### config.mk
export PLATFORM = sky130hd
export DESIGN_NAME = priority_scan_encoder
export DESIGN_NICKNAME = d
export VERILOG_FILES = /design/src/rtl/penc_pkg.sv /design/src/rtl/penc_ffs.sv /design/src/rtl/priority_scan_encoder.sv
export SDC_FILE = /design/constraint.sdc
export NUM_CORES = 1
export LEC_CHECK = 0
export CAP_MARGIN = 10
export CELL_PAD_IN_SITES_DETAIL_PLACEMENT = 0
export CELL_PAD_IN_SITES_GLOBAL_PLACEMENT = 1
export CORE_MARGIN = 2
export CORE_UTILIZATION = 34
export DETAILED_ROUTE_END_ITERATION = 12
export PLACE_DENSITY = 0.82
export RECOVER_POWER = 50
export SYNTH_ARGS = -nofsm -noshare
export SYNTH_HDL_FRONTEND = slang
export SYNTH_HIERARCHICAL = 1
export SYNTH_SLANG_ARGS = --single-unit
### constraint.sdc
create_clock -name clk -period 3.8 [get_ports clk]
set_clock_uncertainty 0.15 [all_clocks]
set_input_delay 0.38 -clock clk [delete_from_list [all_inputs] [get_ports clk]]
set_output_delay 0.38 -clock clk [all_outputs]
set_load 0.02 [all_outputs]
### src/rtl/penc_pkg.sv
`default_nettype none
// +----------------------------------------------------------------------+
// | penc_pkg: shared FSM state type and constants for the priority scan  |
// | encoder.                                                             |
// | Revision: 1.0                                                        |
// +----------------------------------------------------------------------+
package penc_pkg;

  typedef enum logic [0:0] {
    PENC_IDLE = 1'b0,
    PENC_SCAN = 1'b1
  } penc_state_t;

  localparam int PENC_ERR_CNT_W = 8;

endpackage
`default_nettype wire

### src/rtl/penc_ffs.sv
`default_nettype none
// +----------------------------------------------------------------------+
// | penc_ffs: combinational find-first-set on a WIDTH-bit vector.        |
// | Revision: 1.0                                                        |
// +----------------------------------------------------------------------+
module penc_ffs
  import penc_pkg::*;
#(
  parameter  int WIDTH = 8,
  localparam int IDX_W = $clog2(WIDTH)
) (
  input  logic [WIDTH-1:0] vec,
  output logic [IDX_W-1:0] idx,
  output logic             any,
  output logic             single,
  output logic [WIDTH-1:0] vec_clr
);

  // Scanning from the top down lets the lowest set bit win.
  always_comb begin
    idx = '0;
    for (int i = WIDTH - 1; i >= 0; i--) begin
      if (vec[i]) begin
        idx = IDX_W'(i);
      end
    end
  end

  assign any     = |vec;
  assign vec_clr = vec & (vec - WIDTH'(1));
  assign single  = any && (vec_clr == '0);

endmodule
`default_nettype wire

### src/rtl/priority_scan_encoder.sv
`default_nettype none
// +----------------------------------------------------------------------+
// | priority_scan_encoder: emits the index of every set request bit,     |
// | lowest first, one per output handshake. Optional PENC_ERR_CNT_EN.    |
// | Revision: 1.0                                                        |
// +----------------------------------------------------------------------+
module priority_scan_encoder
  import penc_pkg::*;
#(
  parameter  int WIDTH = 8,
  localparam int IDX_W = $clog2(WIDTH)
) (
  input  logic             clk,
  input  logic             rst,
  input  logic             en,
  input  logic             in_valid,
  output logic             in_ready,
  input  logic [WIDTH-1:0] din,
  output logic             out_valid,
  input  logic             out_ready,
  output logic [IDX_W-1:0] out_idx,
  output logic             out_last,
  output logic             busy,
  output logic             err
`ifdef PENC_ERR_CNT_EN
  ,
  output logic [PENC_ERR_CNT_W-1:0] err_cnt
`endif
);

  if ((WIDTH < 2) || (WIDTH > 256)) begin : g_width_check
    $error("priority_scan_encoder: WIDTH out of range 2..256");
  end

  penc_state_t      state_q, state_d;
  logic [WIDTH-1:0] pending_q, pending_d;
  logic             err_q, err_d;

  logic [IDX_W-1:0] w_idx;
  logic             w_any;
  logic             w_single;
  logic [WIDTH-1:0] w_vec_clr;
  logic             w_accept;
  logic             w_pop;

  penc_ffs #(
    .WIDTH (WIDTH)
  ) u_ffs (
    .vec     (pending_q),
    .idx     (w_idx),
    .any     (w_any),
    .single  (w_single),
    .vec_clr (w_vec_clr)
  );

  assign out_valid = (state_q == PENC_SCAN);
  assign busy      = (state_q == PENC_SCAN);
  assign out_idx   = w_idx;
  assign out_last  = w_single;
  assign err       = err_q;

  assign w_pop    = out_valid && out_ready;
  assign in_ready = en && ((state_q == PENC_IDLE) || (w_pop && out_last));
  assign w_accept = in_valid && in_ready;

  always_comb begin
    state_d   = state_q;
    pending_d = pending_q;
    err_d     = 1'b0;
    case (state_q)
      PENC_IDLE: begin
        if (w_accept) begin
          if (din != '0) begin
            pending_d = din;
            state_d   = PENC_SCAN;
          end else begin
            err_d = 1'b1;
          end
        end
      end
      PENC_SCAN: begin
        if (w_pop) begin
          if (!out_last) begin
            pending_d = w_vec_clr;
          end else if (w_accept && (din != '0)) begin
            // Reload on the final pop so back-to-back vectors have no bubble.
            pending_d = din;
          end else begin
            pending_d = '0;
            state_d   = PENC_IDLE;
            err_d     = w_accept;
          end
        end
      end
      default: begin
        state_d   = PENC_IDLE;
        pending_d = '0;
      end
    endcase
  end

  always_ff @(posedge clk or posedge rst) begin
    if (rst) begin
      state_q   <= PENC_IDLE;
      pending_q <= '0;
      err_q     <= 1'b0;
    end else begin
      state_q   <= state_d;
      pending_q <= pending_d;
      err_q     <= err_d;
    end
  end

`ifdef PENC_ERR_CNT_EN
  logic [PENC_ERR_CNT_W-1:0] err_cnt_q;

  always_ff @(posedge clk or posedge rst) begin
    if (rst) begin
      err_cnt_q <= '0;
    end else if (err_d && (err_cnt_q != {PENC_ERR_CNT_W{1'b1}})) begin
      err_cnt_q <= err_cnt_q + PENC_ERR_CNT_W'(1);
    end
  end

  assign err_cnt = err_cnt_q;
`endif

endmodule
`default_nettype wire

==> impl_metrics.tcl, run 1 <==
set metrics [dict create \
    status "finished, final reports clean" \
    final_common_cell "clkdlybuf4s50_1" \
    placed_area_sq_um 933 \
    fin_area_sq_um 973 \
    wirelength_um 1610 \
    port_buffers 20 \
    reg2reg_depth 8 \
    grt_util_all_layers 0.139 \
    yosysWarnings 6 \
    slowest_delay_ns 0.60 \
    irDropWorstVdd_mv 0.346 \
    cts_made_buffers 3 \
    maxCapViolCount 0 \
    cts-root-buf "clkbuf_4" \
    ios 21 \
    power_per_cell_area_mw_per_mm2 833 \
    die_x_um 50.6 \
    start_util 0.368 \
    htreeDepth 1 \
    tightest_slew_ns 0.579 \
    grt_pass1_vias 631 \
    drc_errors 0 \
    grt_pass1_wl_um 2620 \
    dieHeight_um 50.6 \
    post-route-period-util 0.943 \
    first_iter_violations 9 \
    gp_congestion 0.787 \
    area_growth_pct 32.1 \
    min_period_ns 3.58 \
    critPathCapture "in_ready" \
    hold_ws_ns 0.375 \
    slew_violations 0 \
    min_path_type "input port to async pin" \
    routedWlPerCell_um 13.0 \
    vias_per_cell 5.18 \
    slew_headroom 0.611 \
    cts-hold-fix-buffers 0 \
    critical_path_class "register to output pin" \
    numClockSinks 10 \
    drtAntennaViolNets 0 \
    synth_fp_nets 92 \
    vias 642 \
    finalSetupViolations 0 \
    crit_slowest_cell "clkdlybuf4s50_1" \
    worst_slack_ns 0.218 \
    rows 16 \
    cp-start-kind "register" \
    cp-startpoint "pending_q[1]" \
    post_layout_nonfiller_instances 124 \
    core_sq_mm 0.00200 \
    cpMostUsedCell "nand2_1" \
    placed_cells 120 \
    rsz0062_at_grt "false" \
    clock_latency_ns 0.26 \
    leakagePower_nw 0.400 \
    syn_area_sq_um 737 \
    first_pass_iters 3 \
    grt-ovfl-total 0 \
    diodes 0 \
    nets 111 \
    die_area_sq_mm 0.00256 \
    crit_path_max_fanout 10 \
    cts_tree "done" \
    layout-drive-gt1-share 0.186 \
    antenna_found_initial 0 \
    dp_hpwl_um 1240 \
    avgSynthCellArea_sq_um 9.33 \
    r2r_end "pending_q[5]" \
    critical_path_required_ns 3.27 \
    final_cell_mix "15 x clkdlybuf4s50_1, 10 x dfrtp_1, 8 x mux2_2" \
    tns_ns 0 \
    post-place-ws_ns 0.482 \
    synth_cells 79 \
    reg2reg_from "pending_q[1]" \
    clk_path_buf_depth 2 \
    hold_viol 0 \
    grt_max_degree 11 \
    max_freq_mhz 279 \
    r2r_slack_ns 0.79 \
    worstPathArrival_ns 3.05 \
    cp-end-kind "output pin" \
    worstPathCellList "or4_4 > o31a_1 > or3_1 > a21oi_2 > nand2_1 > nand2_1 > and2_1 > clkdlybuf4s50_1" \
    clk_pin_slew_worst_paths_ns 0.07 \
]
metrics by stage:
stage / util / total power, mW
final: 0.486 / 0.811
after global routing: 0.486 / 0.875
after CTS: 0.484 / 0.818
after detailed placement: 0.466 / 0.714
after global placement: 0.466 / 0.709
after floorplan: - / 0.566
routing by layer:
layer,GRT usage,part of all wire
met2,0.241,0.49
met3,0.0298,0.046
met5,0,0
met1,0.160,0.45
met4,0.0676,0.0081
flip-flops by register name, indices dropped and copies added (netlist names):
name / cells
busy: 1
err: 1
pending_q: 8
layout make-up:
cell class                      count  area [sq um]
Timing Repair Buffer               20           200
Clock buffer                        4          36.3
Inverter                            3          11.3
Multi-Input combinational cell     60           442
Sequential cell                    10           250
Tap cell                           27          33.8
Fill cell                         199          1030
worst min path at each step:
stage,start,to,slack (ns)
2_1_floorplan,rst,busy,0.07
3_3_place_gp,pending_q[6],pending_q[6],0.42
3_5_place_dp,pending_q[6],pending_q[6],0.45
4_1_cts,rst,err,0.25
5_1_grt,rst,err,0.42
6_report,rst,pending_q[3],0.38
what timing repair did:
| action | in CTS | in global routing |
|---|---|---|
| endpoints found under the hold margin | 0 | 0 |
| endpoints found under the setup margin | 0 | 1 |
| buffers inserted | 0 | 0 |
| gates resized for setup | 0 | 1 |
where the power goes:
part	internal, mW	switching [mW]
sequential	0.145	0.0715
combinational	0.254	0.242
clock	0.0581	0.0400
critical path, delay by kind of cell, from the launching register on:
kind            cells  cell delay (ns)
compound gates      2             0.46
buf+inv             1             0.60
flops               1             0.47
simple gates        5             1.26
Note: power is estimated with default switching activity, not from simulation.
==> run 2, diff against run 1 <==
--- a/config.mk
+++ b/config.mk
@@ -10,6 +10,7 @@
 export CELL_PAD_IN_SITES_GLOBAL_PLACEMENT = 1
 export CORE_MARGIN = 2
 export CORE_UTILIZATION = 34
+export CTS_CLUSTER_SIZE = 12
 export DETAILED_ROUTE_END_ITERATION = 12
 export PLACE_DENSITY = 0.82
 export RECOVER_POWER = 50
==> results of run 2 <==
Same layout as run 1: the final DEF is identical, and so are final timing and power.
